## src/rtl/vga_timing_gen.sv

```systemverilog
// vga_timing_gen -- VGA raster timing generator.
//
// Walks a pixel counter (hCount) across each line and a line counter (vCount)
// down each frame. It drives blank, hsync and vsync for the count pair shown
// in the same cycle, and pulses frame_start when the raster re-enters (0,0).
//
// Build option: define VGA_FRAME_CNT_EN to add a 16-bit frameCount output.
// frameCount counts completed frames and wraps from 65535 to 0.
//
// Ports:
//   clk_25mhz   in   pixel clock
//   reset       in   asynchronous, active-low reset
//   en          in   advance enable; all state holds while low
//   hCount      out  [10:0] current pixel column
//   vCount      out  [10:0] current line
//   blank       out  high outside the visible area
//   hsync       out  active-low horizontal sync
//   vsync       out  active-low vertical sync
//   frame_start out  one-cycle pulse in the cycle the counts are (0,0) after a frame wrap
//   frameCount  out  [15:0] completed-frame count (VGA_FRAME_CNT_EN only)
module vga_timing_gen #(
  parameter int unsigned H_VISIBLE = 640,
  parameter int unsigned H_FP      = 16,
  parameter int unsigned H_SYNC    = 96,
  parameter int unsigned H_BP      = 48,
  parameter int unsigned V_VISIBLE = 480,
  parameter int unsigned V_FP      = 10,
  parameter int unsigned V_SYNC    = 2,
  parameter int unsigned V_BP      = 33
) (
  input  logic        clk_25mhz,
  input  logic        reset,
  input  logic        en,
  output logic [10:0] hCount,
  output logic [10:0] vCount,
  output logic        blank,
  output logic        hsync,
  output logic        vsync,
  output logic        frame_start
`ifdef VGA_FRAME_CNT_EN
  ,
  output logic [15:0] frameCount
`endif
);

  localparam int unsigned H_TOTAL = H_VISIBLE + H_FP + H_SYNC + H_BP;
  localparam int unsigned V_TOTAL = V_VISIBLE + V_FP + V_SYNC + V_BP;

  localparam logic [10:0] H_LAST     = 11'(H_TOTAL - 1);
  localparam logic [10:0] H_FP_START = 11'(H_VISIBLE);
  localparam logic [10:0] H_SY_START = 11'(H_VISIBLE + H_FP);
  localparam logic [10:0] H_BP_START = 11'(H_VISIBLE + H_FP + H_SYNC);

  localparam logic [10:0] V_LAST     = 11'(V_TOTAL - 1);
  localparam logic [10:0] V_FP_START = 11'(V_VISIBLE);
  localparam logic [10:0] V_SY_START = 11'(V_VISIBLE + V_FP);
  localparam logic [10:0] V_BP_START = 11'(V_VISIBLE + V_FP + V_SYNC);

  typedef enum logic [1:0] {H_ACT, H_FRONT, H_SYNCP, H_BACK} h_state_t;
  typedef enum logic [1:0] {V_ACT, V_FRONT, V_SYNCP, V_BACK} v_state_t;

  h_state_t    h_state, h_state_nxt;
  v_state_t    v_state, v_state_nxt;
  logic        h_wrap, v_wrap;
  logic [10:0] h_cnt_nxt, v_cnt_nxt;
  logic        blank_nxt, hsync_nxt, vsync_nxt;

  // Phase FSMs and outputs are computed from the post-edge counts. Registering
  // them therefore lines the outputs up with the counts in the same cycle.
  always_comb begin
    h_wrap    = (hCount == H_LAST);
    v_wrap    = (vCount == V_LAST);
    h_cnt_nxt = h_wrap ? '0 : hCount + 11'd1;
    v_cnt_nxt = vCount;
    if (h_wrap) begin
      v_cnt_nxt = v_wrap ? '0 : vCount + 11'd1;
    end

    h_state_nxt = h_state;
    case (h_state)
      H_ACT:   if (h_cnt_nxt == H_FP_START) h_state_nxt = H_FRONT;
      H_FRONT: if (h_cnt_nxt == H_SY_START) h_state_nxt = H_SYNCP;
      H_SYNCP: if (h_cnt_nxt == H_BP_START) h_state_nxt = H_BACK;
      H_BACK:  if (h_cnt_nxt == '0)         h_state_nxt = H_ACT;
      default: h_state_nxt = H_ACT;
    endcase

    v_state_nxt = v_state;
    if (h_wrap) begin
      case (v_state)
        V_ACT:   if (v_cnt_nxt == V_FP_START) v_state_nxt = V_FRONT;
        V_FRONT: if (v_cnt_nxt == V_SY_START) v_state_nxt = V_SYNCP;
        V_SYNCP: if (v_cnt_nxt == V_BP_START) v_state_nxt = V_BACK;
        V_BACK:  if (v_cnt_nxt == '0)         v_state_nxt = V_ACT;
        default: v_state_nxt = V_ACT;
      endcase
    end

    blank_nxt = (h_state_nxt != H_ACT) || (v_state_nxt != V_ACT);
    hsync_nxt = (h_state_nxt != H_SYNCP);
    vsync_nxt = (v_state_nxt != V_SYNCP);
  end

  always_ff @(posedge clk_25mhz or negedge reset) begin
    if (!reset) begin
      h_state     <= H_ACT;
      v_state     <= V_ACT;
      hCount      <= '0;
      vCount      <= '0;
      blank       <= 1'b0;
      hsync       <= 1'b1;
      vsync       <= 1'b1;
      frame_start <= 1'b0;
    end else if (en) begin
      h_state     <= h_state_nxt;
      v_state     <= v_state_nxt;
      hCount      <= h_cnt_nxt;
      vCount      <= v_cnt_nxt;
      blank       <= blank_nxt;
      hsync       <= hsync_nxt;
      vsync       <= vsync_nxt;
      frame_start <= h_wrap && v_wrap;
    end else begin
      frame_start <= 1'b0;
    end
  end

`ifdef VGA_FRAME_CNT_EN
  always_ff @(posedge clk_25mhz or negedge reset) begin
    if (!reset) begin
      frameCount <= '0;
    end else if (en && h_wrap && v_wrap) begin
      frameCount <= frameCount + 16'd1;
    end
  end
`endif

endmodule

```

## config.mk

```make
export PLATFORM = sky130hd
export DESIGN_NAME = vga_timing_gen
export DESIGN_NICKNAME = d
export VERILOG_FILES = /design/src/rtl/vga_timing_gen.sv
export SDC_FILE = /design/constraint.sdc
export NUM_CORES = 1
export LEC_CHECK = 0
export ABC_CLOCK_PERIOD_IN_PS = 2500
export BUFFER_PORTS_ARGS = -buffer_cell sky130_fd_sc_hd__buf_2
export CAP_MARGIN = 40
export CORE_MARGIN = 8
export CORE_UTILIZATION = 52
export CTS_CLUSTER_DIAMETER = 120
export CTS_CLUSTER_SIZE = 14
export DETAILED_ROUTE_END_ITERATION = 6
export HOLD_SLACK_MARGIN = 0.03
export PLACE_DENSITY = 0.84
export SLEW_MARGIN = 0
export SYNTH_ARGS = -nofsm -noshare
export SYNTH_HDL_FRONTEND = slang
export SYNTH_SLANG_ARGS = --single-unit
```

## constraint.sdc

```tcl
create_clock -name clk_25mhz -period 2.5 [get_ports clk_25mhz]
set_input_delay 0.5 -clock clk_25mhz [delete_from_list [all_inputs] [get_ports clk_25mhz]]
set_output_delay 0.5 -clock clk_25mhz [all_outputs]
set_load 0.01 [all_outputs]
```

==> results.py <==
metrics = {
    "outcome": {
        "violations": "negative setup slack",
        "status": "finished, violations left",
    },
    "power_and_ir_drop": {
        "pwr_density_cell_nw_per_um2": 497,
        "irDropWorstVdd_v": 0.000263,
        "leakagePower_nw": 1.26,
    },
    "clock_tree": {
        "clk_latency_ps": 290,
        "cts_tree": "done",
        "cts_root_buf": "clkbuf_8",
        "numCtsBuffers": 5,
        "cts.clk_slew.worst_paths_ps": 70,
        "htree_levels": 2,
        "cts_sinks": 30,
        "cts.path.max_buffers": 2,
        "hold_buffers": 0,
    },
    "critical_path": {
        "r2r_end": "blank",
        "cp_slowest_stage_delay_ps": 440,
        "r2r-start": "vCount[1]",
        "crit_end": "blank",
        "r2r_cells": 11,
        "cp_slowest_cell": "dfrtp_2",
        "startpoint": "vCount[1]",
        "cp.arrival_ps": 2730,
        "crit_required_ps": 2670,
        "worstSetupPathDepth": 11,
        "crit_path_cell_trace": "inv_2, ha_4, nor4b_4, nand4_1, buf_4, o21ai_0, a31oi_1, a21oi_2, nand4_1, a31oi_4, a31oi_1",
        "critical_path_class": "flip-flop to flip-flop",
        "rrSetupSlack_ps": -70,
        "worstSetupStartpointType": "flip-flop",
        "critPathMaxFanout": 5,
        "cp.buffers_inverters": 2,
        "cpLargestDelayFamily": "compound AO/OA/AOI/OAI gates",
        "crit_path_end_kind": "flip-flop",
    },
    "finish": {
        "final_cell_mix": "buf_4, nand2_1, buf_2",
        "regArea_um2": 757,
        "layout-drive-gt1-share": 0.376,
        "final_cells": 382,
        "syn2layout_area_growth_pct": 31.2,
        "fill_cells": 311,
        "multiInputGateArea_um2": 1500,
        "mostFrequentLayoutCell": "buf_4",
        "diodes": 0,
        "nNetsFinal": 335,
    },
    "synthesis": {
        "synth_cell_type_count": 63,
        "syn_area_um2": 2230,
        "ys_ff_latch": 30,
        "yosys_warnings": 0,
        "yosysSeqAreaShare": 0.338,
        "async_flop_share": 1.00,
        "syn_nets": 273,
        "avgSynthCellArea_um2": 8.36,
        "synth-main-ff-cell": "dfrtp_1",
        "synthCells": 267,
        "synth_edf_count": 0,
    },
    "routing": {
        "ant_nets": 0,
        "drc": 0,
        "vias": 2385,
        "drt_iter0_drc": 216,
        "wire_per_inst_um": 17.8,
        "drt_pass1_iterations": 7,
        "via_per_inst": 6.24,
        "routed_wl_mm": 6.81,
    },
    "global_routing": {
        "grt_antenna_before_repair": 0,
        "busiest_layer": "met2",
        "grt_use_met2": 0.293,
        "met1_usage": 0.258,
        "grt_remaining_overflow": 0,
        "grt_pass1_vias": 2155,
        "grt_max_degree": 31,
        "grt_use_met3": 0.0372,
        "grt_pass1_wl_mm": 10.1,
        "grt.total_usage": 0.191,
    },
    "place": {
        "hpwl_mm": 4.26,
        "port_buffers": 28,
        "dp_cells": 364,
        "gp_congestion": 0.888,
    },
    "sta": {
        "finalSetupViolCount": 4,
        "period_minus_slack_ps": 2570,
        "min_period_over_period": 1.03,
        "fin_ws_ps": -66.7,
        "skew_ps": 5.50,
        "final_max_slew_viol_count": 0,
        "relSlewSlack": 0.554,
        "max_freq_mhz": 390,
        "setup_tns_ps": -129,
        "final-hold-violation-count": 0,
        "worst_pin_slew_ps": 669,
        "whs_ps": 235,
    },
    "die": {
        "io_pins": 29,
        "coreArea_um2": 4230,
        "die_w_um": 81.5,
        "die_h_um": 81.5,
        "initial_core_util": 0.527,
        "die_area_um2": 6640,
        "rows": 24,
    },
    "min_path": {
        "holdCritPathClass": "input pin to asynchronous set/reset pin",
    },
    "flow_run": {
        "cap_violations": 0,
    },
}
cells in the mapped netlist (2+ instances only):
cell type	number	share of area
inv_1	6	0.010
a21oi_1	9	0.020
o31ai_1	5	0.017
xor2_1	5	0.020
nor4b_1	3	0.012
xnor2_1	10	0.039
and4_1	2	0.0079
nor2b_1	4	0.011
nor2_1	16	0.027
buf_2	2	0.0045
o21a_1	2	0.0067
nand4_1	8	0.022
nand4bb_1	2	0.010
a21boi_0	2	0.0067
nand3_1	14	0.031
a41oi_1	4	0.016
buf_6	4	0.020
a31oi_1	4	0.011
dfrtp_1	28	0.31
clkbuf_1	10	0.017
and3_1	4	0.011
mux2i_1	2	0.0090
mux2_2	3	0.015
nand2b_1	5	0.014
and2_1	4	0.011
nor3_1	3	0.0067
dfstp_2	2	0.024
nand2_1	40	0.067
ha_1	3	0.017
o21ai_0	27	0.061
a211o_1	2	0.0079
through the flow:
step           power, mW  worst slack (ps)   util  cell area [µm²]
2_1_floorplan      0.827              37.1      -             2240
5_1_grt             1.53              -203  0.691             2930
6_report            1.45             -66.7  0.691             2930
3_3_place_gp       0.985              -282  0.611             2590
4_1_cts             1.41              8.86  0.642             2720
3_5_place_dp       0.995              -243  0.611             2590
what timing repair did:
action | in CTS | in global routing
resized for setup | 4 | 36
setup buffers | 3 | 7
setup endpoints to repair | 6 | 7
pin swaps | 2 | 6
worst reg2reg max path, stage by stage (launching register included):
cell and delay [ps]:
dfrtp_2 440, inv_2 80, ha_4 130, nor4b_4 240, nand4_1 210, buf_4 200, o21ai_0 170, a31oi_1 190
a21oi_2 210, nand4_1 210, a31oi_4 260, a31oi_1 100
sequential cells by signal, indices dropped and copies added, names as in the netlist:
name         flops
vsync            1
frame_start      1
vCount          11
hCount          11
h_state          2
v_state          2
blank            1
hsync            1
cell families (layout without fill, tap and decap cells):
kind of cell	after synthesis	in the layout	synth area share
adders and majority gates	3	3	0.0168
AOI/OAI and AO/OA	66	66	0.190
DFF	30	30	0.338
xor gates and xnor gates	15	15	0.0589
and+or+nand+nor	122	122	0.305
buffers and inverters	26	89	0.0673
muxes	5	5	0.0241
routing by layer:
layer	part of all wire	wire, µm
met3	0.075	514
met2	0.46	3100
met1	0.43	2940
met5	0	0
met4	0.037	251
area by class of cell:
class	instances	share of cell area
Tap cell	52	0.0222
Inverter	7	0.00897
Timing Repair Buffer	74	0.167
Clock inverter	1	0.00171
Clock buffer	7	0.0295
Multi-Input combinational cell	211	0.512
Sequential cell	30	0.259
how the worst min path moves through the flow:
stage                from         to  slack [ps]  depth (start not counted)
floorplan           reset      blank         200                          0
global placement    hsync      hsync         460                          2
detailed placement  hsync      hsync         460                          2
CTS                 reset  vCount[0]         280                          1
global route        reset  vCount[0]         290                          1
finish              reset  vCount[2]         240                          1
power by group:
group	total, mW	switching, mW	internal [mW]	leakage [nW]
clock network	0.415	0.193	0.222	0.0482
registers	0.577	0.0441	0.532	0.382
logic	0.464	0.254	0.209	0.830
Power figures use the tool's default switching activity.
